==> config.mk <==
export PLATFORM = sky130hd
export DESIGN_NAME = pow2_seq_flat
export DESIGN_NICKNAME = d
export VERILOG_FILES = /design/src/rtl/pow2_pkg.sv /design/src/rtl/pow2_seq_if.sv /design/src/rtl/pow2_seq_prio_enc8.sv /design/src/rtl/pow2_seq.sv /design/src/flat_wrapper.sv
export SDC_FILE = /design/constraint.sdc
export NUM_CORES = 1
export LEC_CHECK = 0
export ABC_AREA = 0
export CAP_MARGIN = 20
export CORE_MARGIN = 3
export CORE_UTILIZATION = 45
export DETAILED_ROUTE_END_ITERATION = 10
export GPL_TIMING_DRIVEN = 0
export MAX_ROUTING_LAYER = met4
export PLACE_DENSITY = 0.73
export SYNTH_ARGS = -nofsm -noshare
export SYNTH_HDL_FRONTEND = slang
export SYNTH_SLANG_ARGS = --single-unit
==> constraint.sdc <==
create_clock -name clk -period 1.72 [get_ports clk]
set_input_delay 0.258 -clock clk [delete_from_list [all_inputs] [get_ports clk]]
set_output_delay 0.258 -clock clk [all_outputs]
set_load 0.02 [all_outputs]
==> src/rtl/pow2_pkg.sv <==
`default_nettype none
// +--------------------------------------------------------------------------+
// | pow2_pkg : shared types and widths for the pow2_seq power-of-two block.  |
// | Revision : 1.0                                                           |
// +--------------------------------------------------------------------------+
package pow2_pkg;

   localparam int EXP_W = 3;
   localparam int VAL_W = 8;

   typedef enum logic [1:0] {
      IDLE  = 2'd0,
      SHIFT = 2'd1,
      DONE  = 2'd2
   } state_t;

   function automatic logic is_onehot(input logic [VAL_W-1:0] v);
      return (v != '0) && ((v & (v - VAL_W'(1))) == '0);
   endfunction

endpackage
`default_nettype wire

==> src/rtl/pow2_seq_if.sv <==
`default_nettype none
// +--------------------------------------------------------------------------+
// | pow2_seq_if : request/result handshake bundle for pow2_seq.              |
// | check_err exists only when POW2_SEQ_CHECK_EN is defined.                 |
// | Revision : 1.0                                                           |
// +--------------------------------------------------------------------------+
interface pow2_seq_if;
   import pow2_pkg::*;

   logic             in_valid;
   logic             in_ready;
   logic [EXP_W-1:0] in_exp;
   logic             out_valid;
   logic             out_ready;
   logic [VAL_W-1:0] out_value;
   logic             busy;
`ifdef POW2_SEQ_CHECK_EN
   logic             check_err;
`endif

   modport master (
      output in_valid,
      output in_exp,
      output out_ready,
      input  in_ready,
      input  out_valid,
      input  out_value,
      input  busy
`ifdef POW2_SEQ_CHECK_EN
      , input check_err
`endif
   );

   modport slave (
      input  in_valid,
      input  in_exp,
      input  out_ready,
      output in_ready,
      output out_valid,
      output out_value,
      output busy
`ifdef POW2_SEQ_CHECK_EN
      , output check_err
`endif
   );

endinterface
`default_nettype wire

==> src/rtl/pow2_seq_prio_enc8.sv <==
`default_nettype none
// +--------------------------------------------------------------------------+
// | prio_enc8 : index of the highest set bit of an 8-bit word, plus a flag   |
// |             that is high when no bit is set.                             |
// | Revision : 1.0                                                           |
// +--------------------------------------------------------------------------+
module prio_enc8 (
   input  logic [7:0] din,
   output logic [2:0] idx,
   output logic       zero
);

   always_comb begin
      idx = 3'd0;
      // Ascending scan: the last set bit seen is the most significant one.
      for (int i = 0; i < 8; i++) begin
         if (din[i]) begin
            idx = 3'(i);
         end
      end
   end

   assign zero = (din == 8'h00);

endmodule
`default_nettype wire

==> src/rtl/pow2_seq.sv <==
`default_nettype none
// +--------------------------------------------------------------------------+
// | pow2_seq : sequential 2**exp generator, one shift per cycle.             |
// | Optional self-check of the result enabled by POW2_SEQ_CHECK_EN.          |
// | Revision : 1.0                                                           |
// +--------------------------------------------------------------------------+
module pow2_seq
   import pow2_pkg::*;
(
   input  logic       clk,
   input  logic       rst,
   pow2_seq_if.slave  bus
);

   state_t           r_state;
   state_t           w_state_nxt;
   logic [EXP_W-1:0] r_cnt;
   logic [EXP_W-1:0] w_cnt_nxt;
   logic [EXP_W-1:0] r_exp;
   logic [EXP_W-1:0] w_exp_nxt;
   logic [VAL_W-1:0] r_val;
   logic [VAL_W-1:0] w_val_nxt;
   logic             w_in_ready;
   logic             w_accept;

   always_ff @(posedge clk) begin
      if (rst) begin
         r_state <= IDLE;
         r_cnt   <= '0;
         r_exp   <= '0;
         r_val   <= '0;
      end else begin
         r_state <= w_state_nxt;
         r_cnt   <= w_cnt_nxt;
         r_exp   <= w_exp_nxt;
         r_val   <= w_val_nxt;
      end
   end

   // A finishing result may hand its slot straight to the next request.
   assign w_in_ready = (r_state == IDLE) || ((r_state == DONE) && bus.out_ready);
   assign w_accept   = bus.in_valid && w_in_ready;

   always_comb begin
      w_state_nxt = r_state;
      w_cnt_nxt   = r_cnt;
      w_exp_nxt   = r_exp;
      w_val_nxt   = r_val;
      case (r_state)
         IDLE: begin
            if (w_accept) begin
               w_state_nxt = SHIFT;
               w_cnt_nxt   = bus.in_exp;
               w_exp_nxt   = bus.in_exp;
               w_val_nxt   = VAL_W'(1);
            end
         end
         SHIFT: begin
            if (r_cnt != '0) begin
               w_val_nxt = r_val << 1;
               w_cnt_nxt = r_cnt - EXP_W'(1);
            end else begin
               w_state_nxt = DONE;
            end
         end
         DONE: begin
            if (bus.out_ready) begin
               if (bus.in_valid) begin
                  w_state_nxt = SHIFT;
                  w_cnt_nxt   = bus.in_exp;
                  w_exp_nxt   = bus.in_exp;
                  w_val_nxt   = VAL_W'(1);
               end else begin
                  w_state_nxt = IDLE;
               end
            end
         end
         default: begin
            w_state_nxt = IDLE;
         end
      endcase
   end

   assign bus.in_ready  = w_in_ready;
   assign bus.out_valid = (r_state == DONE);
   assign bus.out_value = (r_state == DONE) ? r_val : '0;
   assign bus.busy      = (r_state == SHIFT);

`ifdef POW2_SEQ_CHECK_EN
   logic [EXP_W-1:0] w_enc_idx;
   logic             w_enc_zero;

   prio_enc8 u_prio_enc8 (
      .din  (r_val),
      .idx  (w_enc_idx),
      .zero (w_enc_zero)
   );

   assign bus.check_err = (r_state == DONE) &&
                          (w_enc_zero || (w_enc_idx != r_exp) || !is_onehot(r_val));
`else
   // The exponent copy only feeds the checker; keep it referenced in this build.
   logic w_unused_exp;
   assign w_unused_exp = ^r_exp;
`endif

endmodule
`default_nettype wire

==> src/flat_wrapper.sv <==
// flat-port wrapper written by rule: the top's interface ports become plain ports
module pow2_seq_flat import pow2_pkg::*;
  (clk, rst, bus_in_valid, bus_in_exp, bus_out_ready, bus_in_ready, bus_out_valid, bus_out_value, bus_busy);
  pow2_seq_if bus_i ();
  input  logic clk;
  input  logic rst;
  input wire logic [$bits(bus_i.in_valid)-1:0] bus_in_valid;
  input wire logic [$bits(bus_i.in_exp)-1:0] bus_in_exp;
  input wire logic [$bits(bus_i.out_ready)-1:0] bus_out_ready;
  output wire logic [$bits(bus_i.in_ready)-1:0] bus_in_ready;
  output wire logic [$bits(bus_i.out_valid)-1:0] bus_out_valid;
  output wire logic [$bits(bus_i.out_value)-1:0] bus_out_value;
  output wire logic [$bits(bus_i.busy)-1:0] bus_busy;
  assign bus_i.in_valid = bus_in_valid;
  assign bus_i.in_exp = bus_in_exp;
  assign bus_i.out_ready = bus_out_ready;
  assign bus_in_ready = bus_i.in_ready;
  assign bus_out_valid = bus_i.out_valid;
  assign bus_out_value = bus_i.out_value;
  assign bus_busy = bus_i.busy;
  pow2_seq u_core (.clk(clk), .rst(rst), .bus(bus_i));
endmodule
# Word-level counts from Yosys, hierarchy flattened
# Index checks and enable logic that the tools add are counted.
# classes
n_reduce_logical	8
addsub	1
n_eq_ne	7
muxes	16
# ops
op	count
$mux 8	5
$pmux 8 s3	1
$mux 3	4
$pmux 3 s3	1
$mux 2	3
$ne 2x2->1 const B	3
$pmux 2 s3	1
$reduce_bool 3->1	2
$reduce_and 5->1	1
$ne 2x1->1 const B	2
$reduce_and 3->1	1
$sub 3x1->3 const B	1
$eq 2x1->1 const B	1
$eq 2x2->1 const B	1
$logic_and 1x1->1	2
$logic_not 2->1	1
$logic_or 1x1->1	1
$mux 1	1
# word_totals
out_inout_bits	11
wordCells	35
in_bits	7
regBits	13

# Logic depth before layout (Yosys ltp)
# logic_depth
ltp_word	6
ltp_mapped	6
ltp_nobuf	5

# Least setup slack after synthesis
# OpenSTA, ideal clock, no wires.
# synth_path
path_kind	flip-flop to output port
start	register u_core.r_state[1]
end	output bus_out_value[0]
arrival_time_ps	1150
path_stages_with_launch	4
path_buffers	1
required_ps	1462
setup_slack_ps	312
cell_sequence	dfxtp_1 nor2b_1 clkbuf_1 and2_1
# synth_via
elab_chain_cells	2
# synth_lines
element	line_no	source
start, declared	pow2_seq.sv:15	state_t r_state;
start signal, assigned	pow2_seq.sv:33	r_state <= w_state_nxt;
$eq 2x2->1	-	
named net bus_out_valid	flat_wrapper.sv:11	output wire logic [$bits(bus_i.out_valid)-1:0] bus_out_valid;
$mux 8	pow2_seq.sv:86	assign bus.out_value = (r_state == DONE) ? r_val : '0;
end, declared	flat_wrapper.sv:12	output wire logic [$bits(bus_i.out_value)-1:0] bus_out_value;
# The timed path passes the listed nets, and every way through them passes these cells.

# Worst setup path in the final report
# layout_path
start	register u_core.r_state[0]
end	output bus_in_ready
# layout_via
elab_chain_cells	3
word_cells_on_any_way	4
classes_between	1 x eq/ne; 3 x reduce/logical
# layout_lines
element	line_no	source
$eq 2x2->1	pow2_seq.sv:41	assign w_in_ready = (r_state == IDLE) || ((r_state == DONE) && bus.out_ready);
$logic_and 1x1->1	pow2_seq.sv:41	
$logic_or 1x1->1 (*)	pow2_seq.sv:41	
end, declared	flat_wrapper.sv:10	output wire logic [$bits(bus_i.in_ready)-1:0] bus_in_ready;
# Every way passes the cells marked *; elsewhere a longest branch is shown, timed or not.

==> results by group <==
Timing
  • Worst Clk Skew: around 1.5 ps
  • Final period util: 0.9311
  • Hold Fails Final Rpt: 0
  • Min cycle time layout: 1601 ps
  • Setup-failing EPs final: 0
  • FMAX: 624.4 MHz
  • RSZ-0062 raised after global routing: false
  • Slack of the critical path: 118.5 ps
  • Max-slew violations: 0
  • Slew headroom: 0.6729
  • Tightest Pin Transition: 490.6 ps

Global route
  • Initial antenna violation count: 0
  • Total global routing overflow: 0
  • First-pass GRT wire length: ~3000 microns
  • Gr usage total: 0.1933
  • Vias in the first global route: 664
  • Largest net degree at the start of global routing: 11

Floorplan
  • Num rows: 14
  • Die height: 47.95 microns
  • Initial Utilization: 0.5024
  • Core area: about 0.0016 sq mm
  • IO Count: 18
  • Die area: roughly 0.0023 sq mm
  • Die width: 47.95 microns

Cells and area
  • Multi-input gate area: 470.5 sq um
  • Layout cells sized above 1: 0.2150
  • Commonest non-fill, non-tap cell in the layout: dfxtp_1
  • Area Overhead vs Synth: 22.43%
  • Final Cell Area: around 970 sq um
  • Flip-flop and latch area: 261.5 sq um
  • Number of diodes: 0
  • Final nets: 117
  • Non-filler instance count after layout: 123
  • Most frequent cells in the layout: dfxtp_1, buf_2, o211ai_1
  • Fill count: between 100 and 150

Setup path
  • Origin of the critical flop-to-flop path: u_core.r_cnt[0]
  • R2R Setup Slk: 330 ps
  • Nature of the critical path endpoint: output port
  • Worst Path Arrival: between 1000 and 1500 ps
  • Critical path buffer and inverter count: 3
  • Worst Path Max Fanout: 10
  • Crit Path Category: flop to output port
  • Cells along the critical path: buf_6 > buf_2 > nor2_1 > dlygate4sd2_1
  • Top delay family on crit path: buffers and inverters
  • CP max-delay cell: dlygate4sd2_1
  • Reg-to-Reg End: u_core.r_cnt[1]
  • Worst setup SP type: flop
  • Levels on crit path: 4
  • CP required: 1460 ps
  • R2R depth: 6
  • Critical path's largest stage delay: 330 ps

Synth
  • Mapped Cells: 86
  • Syn_area_per_cell: a little over 9 sq um
  • Mapped Nets: 95
  • Sequential area share after synthesis: 0.3286
  • Yosys warning count: 0
  • Synthesized area: 792.0 sq um
  • Synthesized flop and latch total: 13
  • Distinct cells, synth: 27

Detailed routing
  • 1st-pass router iterations: 4
  • Antenna violation net count after detailed routing: 0
  • DRC: 0
  • Average vias per placed instance: 5.943
  • DRT Wirelength: about 1800 microns
  • Wire per inst: 14.81 microns
  • Via count: 731
  • 1st-iter DRT viols: 11

Run
  • Max-cap viol count: 0

Run status
  • Status: complete, no violations

Place
  • Placed insts: 119
  • Placed inst area: around 980 sq um
  • Post-place setup slack: -204.4 ps
  • Dpl hpwl: 1284 microns
  • Placer Congestion: 0.8696
  • IO buf count: 17

Pwr
  • Worst VDD drop: around 0.4 mV
  • P_leak: 0.3938 nW
  • Pwr/cell area: just under 800 mW/mm^2
  • Overall power: 0.0007592 W

Hold path
  • Hold EP: u_core.r_cnt[1]
  • Min-Delay Path Class: flop to flop
  • Hold path depth: 2
  • Worst hold start: u_core.r_cnt[1]

CTS
  • Root Driver: clkbuf_4
  • CTS buffer count: 3
  • Reg clk slew, reported paths: 80 ps
  • Number of hold buffers added after CTS: 0
  • CTS tree: built
  • TritonCTS Sinks: 13
  • Htree depth: 1
  • Post-CTS Setup Inserts: 0
  • Later-pin clock latency in the skew report: 270 ps
  • CTS max path bufs: 2
## report_power, final
part | leakage [nW] | switching, W | internal [W]
clock | 0.0150 | 0.000102 | 0.0000898
sequential | 0.106 | 0.0000122 | 0.000319
combinational | 0.272 | 0.000135 | 0.000101
## synth_stat cells
master | number | area share
dfxtp_1 | 13 | 0.33
o211ai_1 | 9 | 0.085
a21oi_1 | 8 | 0.051
and2_1 | 8 | 0.063
nand4b_1 | 7 | 0.077
buf_2 | 4 | 0.025
mux2i_1 | 4 | 0.051
nor2_1 | 4 | 0.019
inv_1 | 3 | 0.014
nor2b_1 | 3 | 0.024
buf_6 | 2 | 0.028
clkbuf_1 | 2 | 0.0095
ha_1 | 2 | 0.032
nand2_1 | 2 | 0.0095
nand2b_1 | 2 | 0.016
nand3b_1 | 2 | 0.019
a211o_1 | 1 | 0.011
a21bo_1 | 1 | 0.013
a22oi_4 | 1 | 0.027
and2b_1 | 1 | 0.0095
and3b_1 | 1 | 0.011
nor2b_4 | 1 | 0.017
nor3b_1 | 1 | 0.0095
o2111ai_1 | 1 | 0.011
o21bai_2 | 1 | 0.014
o22ai_2 | 1 | 0.016
o31ai_1 | 1 | 0.0095
## final cells by class
cell class / instances / share of cell area
Multi-Input combinational cell: 62 / 0.4852
Sequential cell: 13 / 0.2697
Timing Repair Buffer: 17 / 0.1303
Buffer: 8 / 0.05548
Clock buffer: 4 / 0.02710
Tap cell: 16 / 0.02065
Inverter: 3 / 0.01161
## state kept, by name, summed over array words and instances, names as in the netlist
signal,flops
u_core.r_cnt,3
u_core.r_val,8
u_core.r_state,2
## how the worst max path moves through the flow
stage               slack, ps              start          endpoint
CTS                         2  u_core.r_state[0]  bus_out_value[6]
floorplan                 310  u_core.r_state[1]  bus_out_value[0]
finish                    120  u_core.r_state[0]      bus_in_ready
global route               10  u_core.r_state[0]      bus_in_ready
global placement         -170  u_core.r_state[1]  bus_out_value[1]
detailed placement       -200  u_core.r_state[1]  bus_out_value[4]
## metal layers
metal | wire length, microns | track usage
met2 | 851 | 0.2665
met4 | 19 | 0.09677
met5 | 0 | -
met1 | 867 | 0.2655
met3 | 83 | 0.03383
## metrics by stage
step | hold slack, ps | util | setup TNS (ps)
3_5_place_dp | 461.4 | 0.6230 | -1717
4_1_cts | 474.5 | 0.6437 | 0
3_3_place_gp | 451.0 | 0.6230 | -1535
2_1_floorplan | 361.7 | - | 0
5_1_grt | 503.5 | 0.6151 | 0
6_report | 468.8 | 0.6151 | 0
## timing repair
action / in CTS / in global routing
resized for setup: 27 / 11
pin swaps: 0 / 0
endpoints found under the setup margin: 11 / 9
## worst register-to-register path: stages (launching register included)
cell and delay, ps:
dfxtp_1 300, inv_1 110, ha_1 180, nand2b_1 60, buf_2 190, a22oi_4 280
mux2i_1 200
## cell families after synthesis
kind of cell	count (synthesis)	share of synthesized area
buf+inv	11	0.07741
compound gates	24	0.2370
flops	13	0.3286
mux	4	0.05055
fa+ha+maj	2	0.03159
simple gates	32	0.2749
No activity file was read; power rests on OpenSTA's default activity.
